## src/rtl/bs_drvr_intrfc.sv

```systemverilog
// Device-side endpoint for one port of the bus/arbiter system.
// A TX FIFO holds outgoing packets. It shows its head on D_pop and raises
// pndng while it is non-empty. The bus takes the head by pulsing pop.
// An RX FIFO stores packets that the bus delivers with push/D_push when the
// target field matches ID or BROADCAST. The device reads them through
// rx_rd/rx_data.
// Optional build macro BS_LOOPBACK_FILTER_EN: when defined, the RX side
// discards any broadcast packet whose source field equals ID, so a port does
// not receive its own broadcasts.
// Packet layout: [PCKG_SZ-1 -: 8] target, [PCKG_SZ-9 -: 8] source, rest payload.
module bs_drvr_intrfc #(
  parameter int unsigned PCKG_SZ   = 32,
  parameter int unsigned DEPTH     = 8,
  parameter logic [7:0]  ID        = 8'h00,
  parameter logic [7:0]  BROADCAST = 8'hFF
) (
  input  logic                     clk,
  input  logic                     reset,
  // Device-side TX write port
  input  logic                     tx_wr,
  input  logic [PCKG_SZ-1:0]       tx_data,
  output logic                     tx_full,
  // Bus-side TX handshake
  output logic                     pndng,
  output logic [PCKG_SZ-1:0]       D_pop,
  input  logic                     pop,
  // Bus-side RX delivery
  input  logic                     push,
  input  logic [PCKG_SZ-1:0]       D_push,
  // Device-side RX read port
  input  logic                     rx_rd,
  output logic [PCKG_SZ-1:0]       rx_data,
  output logic                     rx_empty,
  output logic [$clog2(DEPTH):0]   rx_cnt,
  output logic [15:0]              drop_cnt,
  output logic                     pop_err
);

  localparam int unsigned AW = $clog2(DEPTH);
  localparam int unsigned CW = AW + 1;
  localparam logic [CW-1:0] FullCnt = CW'(DEPTH);

  // ---------------------------------------------------------------------------
  // TX FIFO
  // ---------------------------------------------------------------------------
  logic [PCKG_SZ-1:0] tx_mem_q [DEPTH];
  logic [AW-1:0]      tx_wptr_q, tx_wptr_d;
  logic [AW-1:0]      tx_rptr_q, tx_rptr_d;
  logic [CW-1:0]      tx_cnt_q,  tx_cnt_d;
  logic               pop_err_q, pop_err_d;
  logic               tx_empty;
  logic               tx_pop_ok;
  logic               tx_wr_ok;

  // TX next-state: a pop frees the head slot in the same edge, so a write to a
  // full FIFO is accepted when it coincides with a valid pop.
  always_comb begin
    tx_empty  = (tx_cnt_q == '0);
    tx_full   = (tx_cnt_q == FullCnt);
    tx_pop_ok = pop & ~tx_empty;
    tx_wr_ok  = tx_wr & (~tx_full | tx_pop_ok);
    tx_wptr_d = tx_wptr_q + AW'(tx_wr_ok);
    tx_rptr_d = tx_rptr_q + AW'(tx_pop_ok);
    tx_cnt_d  = tx_cnt_q;
    case ({tx_wr_ok, tx_pop_ok})
      2'b10:   tx_cnt_d = tx_cnt_q + CW'(1);
      2'b01:   tx_cnt_d = tx_cnt_q - CW'(1);
      default: tx_cnt_d = tx_cnt_q;
    endcase
    pop_err_d = pop_err_q | (pop & tx_empty);
  end

  // TX pointer, occupancy and sticky error state
  always_ff @(posedge clk or posedge reset) begin
    if (reset) begin
      tx_wptr_q <= '0;
      tx_rptr_q <= '0;
      tx_cnt_q  <= '0;
      pop_err_q <= 1'b0;
    end else begin
      tx_wptr_q <= tx_wptr_d;
      tx_rptr_q <= tx_rptr_d;
      tx_cnt_q  <= tx_cnt_d;
      pop_err_q <= pop_err_d;
    end
  end

  // TX storage; the contents need no reset because the outputs are masked when empty
  always_ff @(posedge clk) begin
    if (tx_wr_ok) begin
      tx_mem_q[tx_wptr_q] <= tx_data;
    end
  end

  // TX outputs decoded from FIFO state only, never from pop
  always_comb begin
    pndng   = ~tx_empty;
    D_pop   = tx_empty ? '0 : tx_mem_q[tx_rptr_q];
    pop_err = pop_err_q;
  end

  // ---------------------------------------------------------------------------
  // RX address filter
  // ---------------------------------------------------------------------------
  logic [7:0] rx_tgt;
  logic       rx_hit;
  logic       rx_echo;
  logic       rx_acc;

`ifdef BS_LOOPBACK_FILTER_EN
  logic [7:0] rx_src;

  // Accept unicast-to-ID and broadcast, but drop our own broadcast echoes
  always_comb begin
    rx_tgt  = D_push[PCKG_SZ-1 -: 8];
    rx_src  = D_push[PCKG_SZ-9 -: 8];
    rx_hit  = push & ((rx_tgt == ID) | (rx_tgt == BROADCAST));
    rx_echo = (rx_tgt == BROADCAST) & (rx_src == ID);
    rx_acc  = rx_hit & ~rx_echo;
  end
`else
  // Accept unicast-to-ID and every broadcast
  always_comb begin
    rx_tgt  = D_push[PCKG_SZ-1 -: 8];
    rx_hit  = push & ((rx_tgt == ID) | (rx_tgt == BROADCAST));
    rx_echo = 1'b0;
    rx_acc  = rx_hit & ~rx_echo;
  end
`endif

  // ---------------------------------------------------------------------------
  // RX FIFO
  // ---------------------------------------------------------------------------
  logic [PCKG_SZ-1:0] rx_mem_q [DEPTH];
  logic [AW-1:0]      rx_wptr_q, rx_wptr_d;
  logic [AW-1:0]      rx_rptr_q, rx_rptr_d;
  logic [CW-1:0]      rx_cnt_q,  rx_cnt_d;
  logic [15:0]        drop_q,    drop_d;
  logic               rx_full;
  logic               rx_rd_ok;
  logic               rx_wr_ok;
  logic               rx_drop;

  // RX next-state: a read in the same cycle makes room for an accepted push;
  // only accepted packets that still find no room count as drops.
  always_comb begin
    rx_empty  = (rx_cnt_q == '0);
    rx_full   = (rx_cnt_q == FullCnt);
    rx_rd_ok  = rx_rd & ~rx_empty;
    rx_wr_ok  = rx_acc & (~rx_full | rx_rd_ok);
    rx_drop   = rx_acc & ~rx_wr_ok;
    rx_wptr_d = rx_wptr_q + AW'(rx_wr_ok);
    rx_rptr_d = rx_rptr_q + AW'(rx_rd_ok);
    rx_cnt_d  = rx_cnt_q;
    case ({rx_wr_ok, rx_rd_ok})
      2'b10:   rx_cnt_d = rx_cnt_q + CW'(1);
      2'b01:   rx_cnt_d = rx_cnt_q - CW'(1);
      default: rx_cnt_d = rx_cnt_q;
    endcase
    drop_d = drop_q;
    if (rx_drop && (drop_q != 16'hFFFF)) begin
      drop_d = drop_q + 16'd1;
    end
  end

  // RX pointer, occupancy and drop counter state
  always_ff @(posedge clk or posedge reset) begin
    if (reset) begin
      rx_wptr_q <= '0;
      rx_rptr_q <= '0;
      rx_cnt_q  <= '0;
      drop_q    <= '0;
    end else begin
      rx_wptr_q <= rx_wptr_d;
      rx_rptr_q <= rx_rptr_d;
      rx_cnt_q  <= rx_cnt_d;
      drop_q    <= drop_d;
    end
  end

  // RX storage; the contents need no reset because rx_data is masked when empty
  always_ff @(posedge clk) begin
    if (rx_wr_ok) begin
      rx_mem_q[rx_wptr_q] <= D_push;
    end
  end

  // RX outputs decoded from FIFO state only, never from push
  always_comb begin
    rx_data  = rx_empty ? '0 : rx_mem_q[rx_rptr_q];
    rx_cnt   = rx_cnt_q;
    drop_cnt = drop_q;
  end

endmodule

```

## config.mk

```make
export PLATFORM = sky130hd
export DESIGN_NAME = bs_drvr_intrfc
export DESIGN_NICKNAME = d
export VERILOG_FILES = /design/src/rtl/bs_drvr_intrfc.sv
export SDC_FILE = /design/constraint.sdc
export NUM_CORES = 1
export LEC_CHECK = 0
export CORE_UTILIZATION = 58
export CTS_BUF_LIST = sky130_fd_sc_hd__clkbuf_16
export DETAILED_ROUTE_END_ITERATION = 16
export GPL_TIMING_DRIVEN = 0
export PLACE_DENSITY_LB_ADDON = 0.08
export SETUP_SLACK_MARGIN = 0.05
export SYNTH_ARGS = -nofsm -noshare
export SYNTH_HDL_FRONTEND = slang
export SYNTH_SLANG_ARGS = --single-unit
export TNS_END_PERCENT = 100
```

## constraint.sdc

```tcl
create_clock -name clk -period 6.05 [get_ports clk]
set_input_delay 0.605 -clock clk [delete_from_list [all_inputs] [get_ports clk]]
set_output_delay 0.605 -clock clk [all_outputs]
set_load 0.02 [all_outputs]
```

==> flow_summary.ini, run 1 <==
[status]
status = completed

[pwr]
ir_drop_v = 0.000345
swShare_pct = 30.7
power_mw = 11.9
power_density_nw_per_um2 = 460
combPwrFrac_pct = 34.9
p_clk_share_pct = 26.2
leakage_nw = 8.75
pwr-share-seq_pct = 38.9
netSwitchingPower_mw = 3.64
p_int_mw = 8.22

[sta]
tightest_slew_ns = 1.03
whs_ns = 0.462
rsz0062_at_grt = false
fin_ws_ns = 2.01
hold_viol = 0
layout_min_cycle_time_ns = 4.04
fin_crit_sh_pct = 66.8
finalMaxSlewViolations = 0
maxSlewHeadroom_pct = 30.6
skew_ns = 0.0179
setup-tns-final_ns = 0
max_clock_freq_mhz = 248
setup_viol = 0

[critical_path]
cp-end-kind = output pin
r2r_start = rx_cnt[0]
cp_max_fo = 10
crit_start = tx_rptr_q[0]
start_kind = flop
worstSetupPathType = flop to output pin
arrival_ns = 3.44
cp.required_ns = 5.44

[cts]
clockRootBuffer = clkbuf_16
clock-sinks = 549
cts_buffers = 54
cts_setup_buffers = 0
clk_path_buf_depth = 3
clk_latency_ns = 0.59
ctsHoldBuffers = 0
cts_tree = built
ctsResizeCount = 0
htree_levels = 2
clk_pin_slew_ns = 0.06

[cells_and_area]
nets = 1347
drive_gt1_share_pct = 21.9
nFillCells = 2195
regArea_um2 = 16300
multi_input_area_um2 = 4930
areaGrowthSynthToFinish_pct = 20.9
fin_cells = 1764

[synthesis]
synthArstFlopShare_pct = 6.74
netlist.area_leader.share_pct = 72.0
synth_area_per_cell_um2 = 21.3
synthCells = 1002
ys_seq_elements = 549
synth_common_cells = edfxtp_1, mux4_2, nor2_1
ys_warn_count = 0
synth_cell_types = 43
ys_seq_area_share_pct = 76.4
synthesis.area_um2 = 21300
synthFlopType = edfxtp_1
synth_nets = 1087
yosys.area.top_type = edfxtp_1
synth.area.top_cells = edfxtp_1, mux4_2, dfrtp_1, mux2i_1, nor2_1
synth_edf_count = 512
synth.most_common_cell = edfxtp_1

[routing]
wl_um = 43200
drt_first_pass_iters = 5
route.vias.total = 10479
drc = 0
drtIter0Drc = 797
ant_nets = 0
wl_per_cell_um = 24.5
viasPerCell = 5.94

[floorplanning]
start_util_pct = 59.4
fp.dieArea_um2 = 37600
io_pins = 158
coreArea_um2 = 35900
die_h_um = 194
row_count = 69
fp.dieW_um = 194

[placed_design]
finalWeightedCongestion = 0.809
dp_slack_ns = 2.04
dpl.cell_count = 1667
hpwl_um = 27900
port_buffers = 157

[grt]
grt_pass1_wl_um = 66700
antenna_found_initial = 3
grt.overflow.total = 0
grt_usage_pct = 23.9
first_global_vias = 11154
grt_start_max_net_pins = 38

[hold_path]
hold_class = flop to flop
hold_start = pop_err

[run]
drv_cap = 0
power groups by stage:
| stage | logic (mW) | registers (mW) | clock network (mW) |
|---|---|---|---|
| 3_3_place_gp | 4.04 | 4.70 | 0 |
| 4_1_cts | 4.22 | 4.62 | 3.16 |
| 5_1_grt | 4.44 | 4.64 | 3.31 |
| 2_1_floorplan | 2.54 | 4.69 | 0 |
| 3_5_place_dp | 4.19 | 4.69 | 0 |
| 6_report | 4.14 | 4.62 | 3.10 |
cell families (layout without fill, tap and decap cells):
group | Yosys count | count (layout) | share of synthesized area [%]
AO/OA/AOI/OAI | 16 | 16 | 0.551
XOR/XNOR | 24 | 24 | 0.985
adder cells (fa/ha/maj) | 15 | 15 | 0.950
buffers and inverters | 54 | 354 | 1.02
flip-flops | 549 | 549 | 76.4
multiplexers | 197 | 197 | 16.8
other | 0 | 1 | 0
AND/OR/NAND/NOR | 147 | 147 | 3.38
worst paths after layout:
kind,end,slack [ns],cells after the start
min,pop_err,0.46,1
min reg2reg,pop_err,0.46,1
max in group asynchronous,rx_wptr_q[0],5.06,2
max,D_pop[1],2.01,6
min in group asynchronous,drop_cnt[0],0.48,2
max reg2reg,rx_cnt[3],3.06,10
placed cells by master, fill, tap and decap left out, types with 13 or more instances in the layout:
cell / n
buf_6: 29
clkbuf_1: 20
clkbuf_16: 55
clkdlybuf4s50_1: 157
dfrtp_1: 37
edfxtp_1: 512
ha_1: 13
inv_1: 24
mux2i_1: 67
mux4_2: 128
nor2_1: 73
xnor2_1: 16
final cells by class:
class,count,share of cell area [%]
tap,461,2.24
multi-input combinational,399,19.1
timing repair buffer,204,8.32
sequential,549,63.2
clock buffer,55,5.33
antenna,1,0.00970
buffer,42,0.669
clock inverter,41,0.999
inverter,12,0.175
registers in the layout, indices dropped and copies added (netlist names):
| signal | cells |
|---|---|
| tx_rptr_q | 3 |
| rx_mem_q | 256 |
| drop_cnt | 16 |
| rx_rptr_q | 3 |
| rx_cnt | 4 |
| rx_wptr_q | 3 |
| pop_err | 1 |
| tx_wptr_q | 3 |
| tx_mem_q | 256 |
| tx_cnt_q | 4 |
stage by stage:
step                util (%)  instance area, µm²
floorplan                  -               21300
CTS                     71.8               25800
global route            71.8               25800
finish                  71.8               25800
detailed placement      67.3               24200
global placement        65.4               23500
routing by layer:
| layer | up-vias | wire length [µm] | GRT usage, % |
|---|---|---|---|
| met2 | 346 | 21600 | 39.1 |
| met5 | - | 13 | 0 |
| met3 | 66 | 2810 | 5.10 |
| li1 | 4628 | - | - |
| met4 | 2 | 928 | 7.67 |
| met1 | 5437 | 17800 | 32.7 |
critical path: stages, from the launching register on:
cell	delay, ns
dfrtp_1	0.35
clkbuf_1	0.49
buf_2	0.49
mux4_2	0.55
mux2i_1	0.31
nor2_1	0.09
clkdlybuf4s50_1	0.57
Power figures use the tool's default switching activity.
==> inputs of run 2 (changes only) <==
--- a/config.mk
+++ b/config.mk
@@ -5,7 +5,7 @@
 export SDC_FILE = /design/constraint.sdc
 export NUM_CORES = 1
 export LEC_CHECK = 0
-export CORE_UTILIZATION = 58
+export CORE_UTILIZATION = 53
 export CTS_BUF_LIST = sky130_fd_sc_hd__clkbuf_16
 export DETAILED_ROUTE_END_ITERATION = 16
 export GPL_TIMING_DRIVEN = 0
==> constraint.sdc (replaced) <==
create_clock -name clk -period 3.3 [get_ports clk]
set_input_delay 0.33 -clock clk [delete_from_list [all_inputs] [get_ports clk]]
set_output_delay 0.33 -clock clk [all_outputs]
set_load 0.02 [all_outputs]
==> flow_summary.ini, run 2 (synthesized netlist as in run 1, its figures left out) <==
[sta]
max_clock_freq_mhz = 318
skew_ns = 0.0188
layout_min_cycle_time_ns = 3.14
fin_crit_sh_pct = 95.2
hold_viol = 0
maxSlewHeadroom_pct = 31.9
setup_viol = 0
finalMaxSlewViolations = 0
setup-tns-final_ns = 0
tightest_slew_ns = 1.01
rsz0062_at_grt = true

[routing]
wl_per_cell_um = 23.7
drtIter0Drc = 794
drc = 0
wl_um = 43000
ant_nets = 0
route.vias.total = 10363
viasPerCell = 5.70
drt_first_pass_iters = 5

[critical_path]
cp.required_ns = 2.97
path_cells = clkbuf_4 > buf_6 > mux4_2 > mux2i_2 > nor2_1 > clkdlybuf4s50_1
cp-end-kind = output pin
arrival_ns = 2.81
cp_slowest_stage_delay_ns = 0.54
worstSetupPathType = flop to output pin
r2r_start = tx_cnt_q[1]
cp_max_fo = 10
path_buf_inv = 3
start_kind = flop
crit_family = buffers and inverters
slowest_stage = mux4_2
crit_start = rx_rptr_q[0]

[pwr]
p_int_mw = 15.4
pwr-share-seq_pct = 38.3
leakage_nw = 8.90
power_density_nw_per_um2 = 845
p_clk_share_pct = 26.5
swShare_pct = 30.4
netSwitchingPower_mw = 6.73
ir_drop_v = 0.000584
power_mw = 22.1
combPwrFrac_pct = 35.1

[hold_path]
hold_class = primary input to flop
hold_start = D_push[28]

[floorplanning]
die_h_um = 203
coreArea_um2 = 39700
start_util_pct = 53.7
io_pins = 158
row_count = 73
fp.dieArea_um2 = 41100
fp.dieW_um = 203

[cells_and_area]
layout_common_cells = edfxtp_1, clkdlybuf4s50_1, mux4_2, nor2_1, mux2i_1
regArea_um2 = 16300
multi_input_area_um2 = 5010
fin_area_um2 = 26200
final_core_util_pct = 66.0
nFillCells = 2653
final_common_cell = edfxtp_1
drive_gt1_share_pct = 23.8
areaGrowthSynthToFinish_pct = 22.8
diodes = 0
nets = 1335

[status]
status = completed

[cts]
clk_latency_ns = 0.60
clk_pin_slew_ns = 0.06
cts_tree = built
clock-sinks = 549
clk_path_buf_depth = 3
clockRootBuffer = clkbuf_16
cts_buffers = 54
htree_levels = 2

[grt]
grt_usage_pct = 21.8
antenna_found_initial = 2
first_global_vias = 10772
grt_pass1_wl_um = 65800
grt_start_max_net_pins = 38
grt.overflow.total = 0

[placed_design]
hpwl_um = 27200
port_buffers = 157
finalWeightedCongestion = 0.772
placed_cell_area_um2 = 24300

[run]
drv_cap = 0
## run 2: cell count changes in the layout (fill, tap and decap cells not counted), moves of 7 or more
| cell | before | now |
|---|---|---|
| buf_1 | 10 | 0 |
| buf_8 | 3 | 11 |
| buf_6 | 29 | 22 |
| clkbuf_2 | 0 | 12 |
| nor3_2 | 8 | 1 |
| nor3_4 | 0 | 7 |
| clkbuf_1 | 20 | 2 |
| buf_2 | 12 | 5 |
## run 2: per-layer routing
metal / track usage, % / part of all wire, % / up-vias
met5: 0 / 0.063 / -
met4: 6.44 / 2.1 / 4
met3: 4.13 / 5.1 / 75
met2: 36.3 / 50 / 249
met1: 29.4 / 43 / 5437
li1: - / - / 4598
## run 2: repair_timing
item                                    in CTS  in global routing
pin swaps                                    0                  1
resized for setup                           62                 20
endpoints found under the setup margin      65                 50
setup buffers                                0                  2
hold buffers                                 0                  0
## run 2: metrics by stage
stage / hold slack (ns) / cells / setup slack, ns
final: 0.195 / 1817 / 0.160
after floorplan: 0.429 / 1002 / -0.751
after detailed placement: 0.448 / 1717 / -0.514
after CTS: 0.234 / 1815 / 0.0492
after global routing: 0.206 / 1817 / -0.0136
after global placement: 0.443 / 1684 / -4.02
## run 2: path summary, 6_finish.rpt
kind,to,slack (ns),cells after the start
setup reg to reg,tx_mem_q[7][30],0.25,6
min in group asynchronous,pop_err,0.23,2
hold / removal,rx_mem_q[6][28],0.20,1
setup / recovery,rx_data[30],0.16,6
max in group asynchronous,rx_rptr_q[0],2.55,2
hold reg to reg,pop_err,0.47,1
## run 2: power groups by stage
stage | Clock (mW) | Combinational (mW) | Sequential [mW]
3_3_place_gp | 0 | 7.49 | 8.61
5_1_grt | 6.27 | 8.32 | 8.54
6_report | 5.88 | 7.77 | 8.49
4_1_cts | 6.00 | 7.91 | 8.49
3_5_place_dp | 0 | 7.72 | 8.61
2_1_floorplan | 0 | 4.66 | 8.59
## run 2: layout make-up
cell class	instances	area share [%]
multi-input cells	399	19.1
plain buffers	42	1.25
well taps	525	2.51
clock inverters	43	1.23
repair buffers	192	8.25
clock buffers	55	5.25
flip-flops and latches	549	62.2
inverters	12	0.172
==> inputs of run 3 (changes only) <==
--- a/config.mk
+++ b/config.mk
@@ -5,6 +5,7 @@
 export SDC_FILE = /design/constraint.sdc
 export NUM_CORES = 1
 export LEC_CHECK = 0
+export CORE_ASPECT_RATIO = 1.2
 export CORE_UTILIZATION = 53
 export CTS_BUF_LIST = sky130_fd_sc_hd__clkbuf_16
 export DETAILED_ROUTE_END_ITERATION = 16
==> flow_summary.ini, run 3 (synthesized netlist as in run 1, its figures left out) <==
[hold_path]
hold_class = primary input to asynchronous set/reset pin

[critical_path]
start_kind = primary input
cp_max_fo = 10
cp.required_ns = 3.56
arrival_ns = 3.40
worstSetupPathType = primary input to flop
cp-end-kind = flop

[pwr]
netSwitchingPower_mw = 6.66
power_mw = 22.1
p_int_mw = 15.5
swShare_pct = 30.1
combPwrFrac_pct = 35.1
p_clk_share_pct = 26.6
power_density_nw_per_um2 = 845
ir_drop_v = 0.000619
leakage_nw = 8.86
pwr-share-seq_pct = 38.3

[sta]
finalMaxSlewViolations = 0
fin_crit_sh_pct = 95.1
layout_min_cycle_time_ns = 3.14
whs_ns = 0.250
max_clock_freq_mhz = 319
fin_ws_ns = 0.160
skew_ns = 0.0169
setup-tns-final_ns = 0
rsz0062_at_grt = false
maxSlewHeadroom_pct = 36.0
tightest_slew_ns = 0.955
setup_viol = 0
hold_viol = 0

[placed_design]
dp_slack_ns = -0.441
port_buffers = 157
dpl.cell_count = 1725
finalWeightedCongestion = 0.782
hpwl_um = 27200

[cells_and_area]
multi_input_area_um2 = 5000
areaGrowthSynthToFinish_pct = 22.7
drive_gt1_share_pct = 23.3
final_common_cell = edfxtp_1
fin_cells = 1822
nFillCells = 2691
regArea_um2 = 16300
nets = 1331
layout_common_cells = edfxtp_1, clkdlybuf4s50_1, mux4_2, nor2_1, mux2i_1

[grt]
first_global_vias = 10723
grt_pass1_wl_um = 64600
grt_start_max_net_pins = 38
antenna_found_initial = 3
grt_usage_pct = 21.6
grt.overflow.total = 0

[routing]
drc = 0
route.vias.total = 10221
routed.top_layer = met4
wl_um = 42600
wl_per_cell_um = 23.4
wl_met2_um = 22700
drt_first_pass_iters = 4
viasPerCell = 5.61
drtIter0Drc = 667
ant_nets = 0
wl_met3_um = 2280
wl_met1_um = 16800

[cts]
clk_pin_slew_ns = 0.06
clock-sinks = 549
clk_path_buf_depth = 3
clockRootBuffer = clkbuf_16
clk_latency_ns = 0.57
cts_tree = built
htree_levels = 2
cts_buffers = 52

[floorplanning]
start_util_pct = 53.7
fp.dieW_um = 185
fp.dieArea_um2 = 41100
row_count = 80
io_pins = 158
die_h_um = 222
coreArea_um2 = 39700

[status]
status = completed

[run]
drv_cap = 0
## run 3: cell types whose count changed in the layout (fill, tap and decap cells not counted), sizes merged, moves of 2 or more
cell           change
diode              +3
dlymetal6s2s       -3
clkbuf             -6
inv                -3
clkdlybuf4s50      +4
clkdlybuf4s15      +3
bufinv             +2
## run 3: through the flow
stage	cell area (µm²)	util, %
5_1_grt	26200	65.9
3_5_place_dp	24300	61.2
4_1_cts	26200	65.8
2_1_floorplan	21400	-
6_report	26200	65.9
3_3_place_gp	23600	59.4
## run 3: path summary, 6_finish.rpt
path / startpoint / to / slack [ns] / cells after the start
hold reg to reg: pop_err / pop_err / 0.47 / 1
max in group asynchronous: reset / rx_wptr_q[1] / 2.53 / 2
setup / recovery: D_push[28] / rx_mem_q[3][24] / 0.16 / 8
min in group clk: pop / pop_err / 0.46 / 2
hold / removal: reset / drop_cnt[0] / 0.25 / 2
setup reg to reg: tx_cnt_q[2] / tx_mem_q[1][13] / 0.46 / 7
## run 3: repair_timing
action	4_1_cts	5_1_grt
hold buffers	0	0
setup endpoints to repair	65	42
buffers inserted	0	0
gates resized for setup	56	14
## run 3: worst max-delay path, cell delays in order
cell,delay (ns)
clkdlybuf4s50_1,0.58
or4_4,0.62
nor2_4,0.20
o21a_2,0.21
nand2_1,0.20
nor3_2,0.81
buf_6,0.27
buf_8,0.16
## run 3: cell type report
type / count / share of cell area, %
repair buffers: 190 / 8.26
plain buffers: 42 / 1.26
diodes: 3 / 0.0287
multi-input cells: 399 / 19.1
clock buffers: 53 / 5.06
flip-flops and latches: 549 / 62.2
clock inverters: 41 / 1.36
well taps: 533 / 2.55
inverters: 12 / 0.172
## run 3: routing by layer
metal	track usage, %	up-vias
li1	-	4600
met4	5.89	0
met3	4.62	52
met5	0	-
met1	27.3	5338
met2	37.5	231
## run 3: power groups by stage
stage | registers (mW) | clock network (mW) | logic (mW)
after global placement | 8.60 | 0 | 7.44
after global routing | 8.53 | 6.28 | 8.33
after floorplan | 8.59 | 0 | 4.66
final | 8.48 | 5.88 | 7.76
after detailed placement | 8.61 | 0 | 7.73
after CTS | 8.48 | 6.00 | 7.91
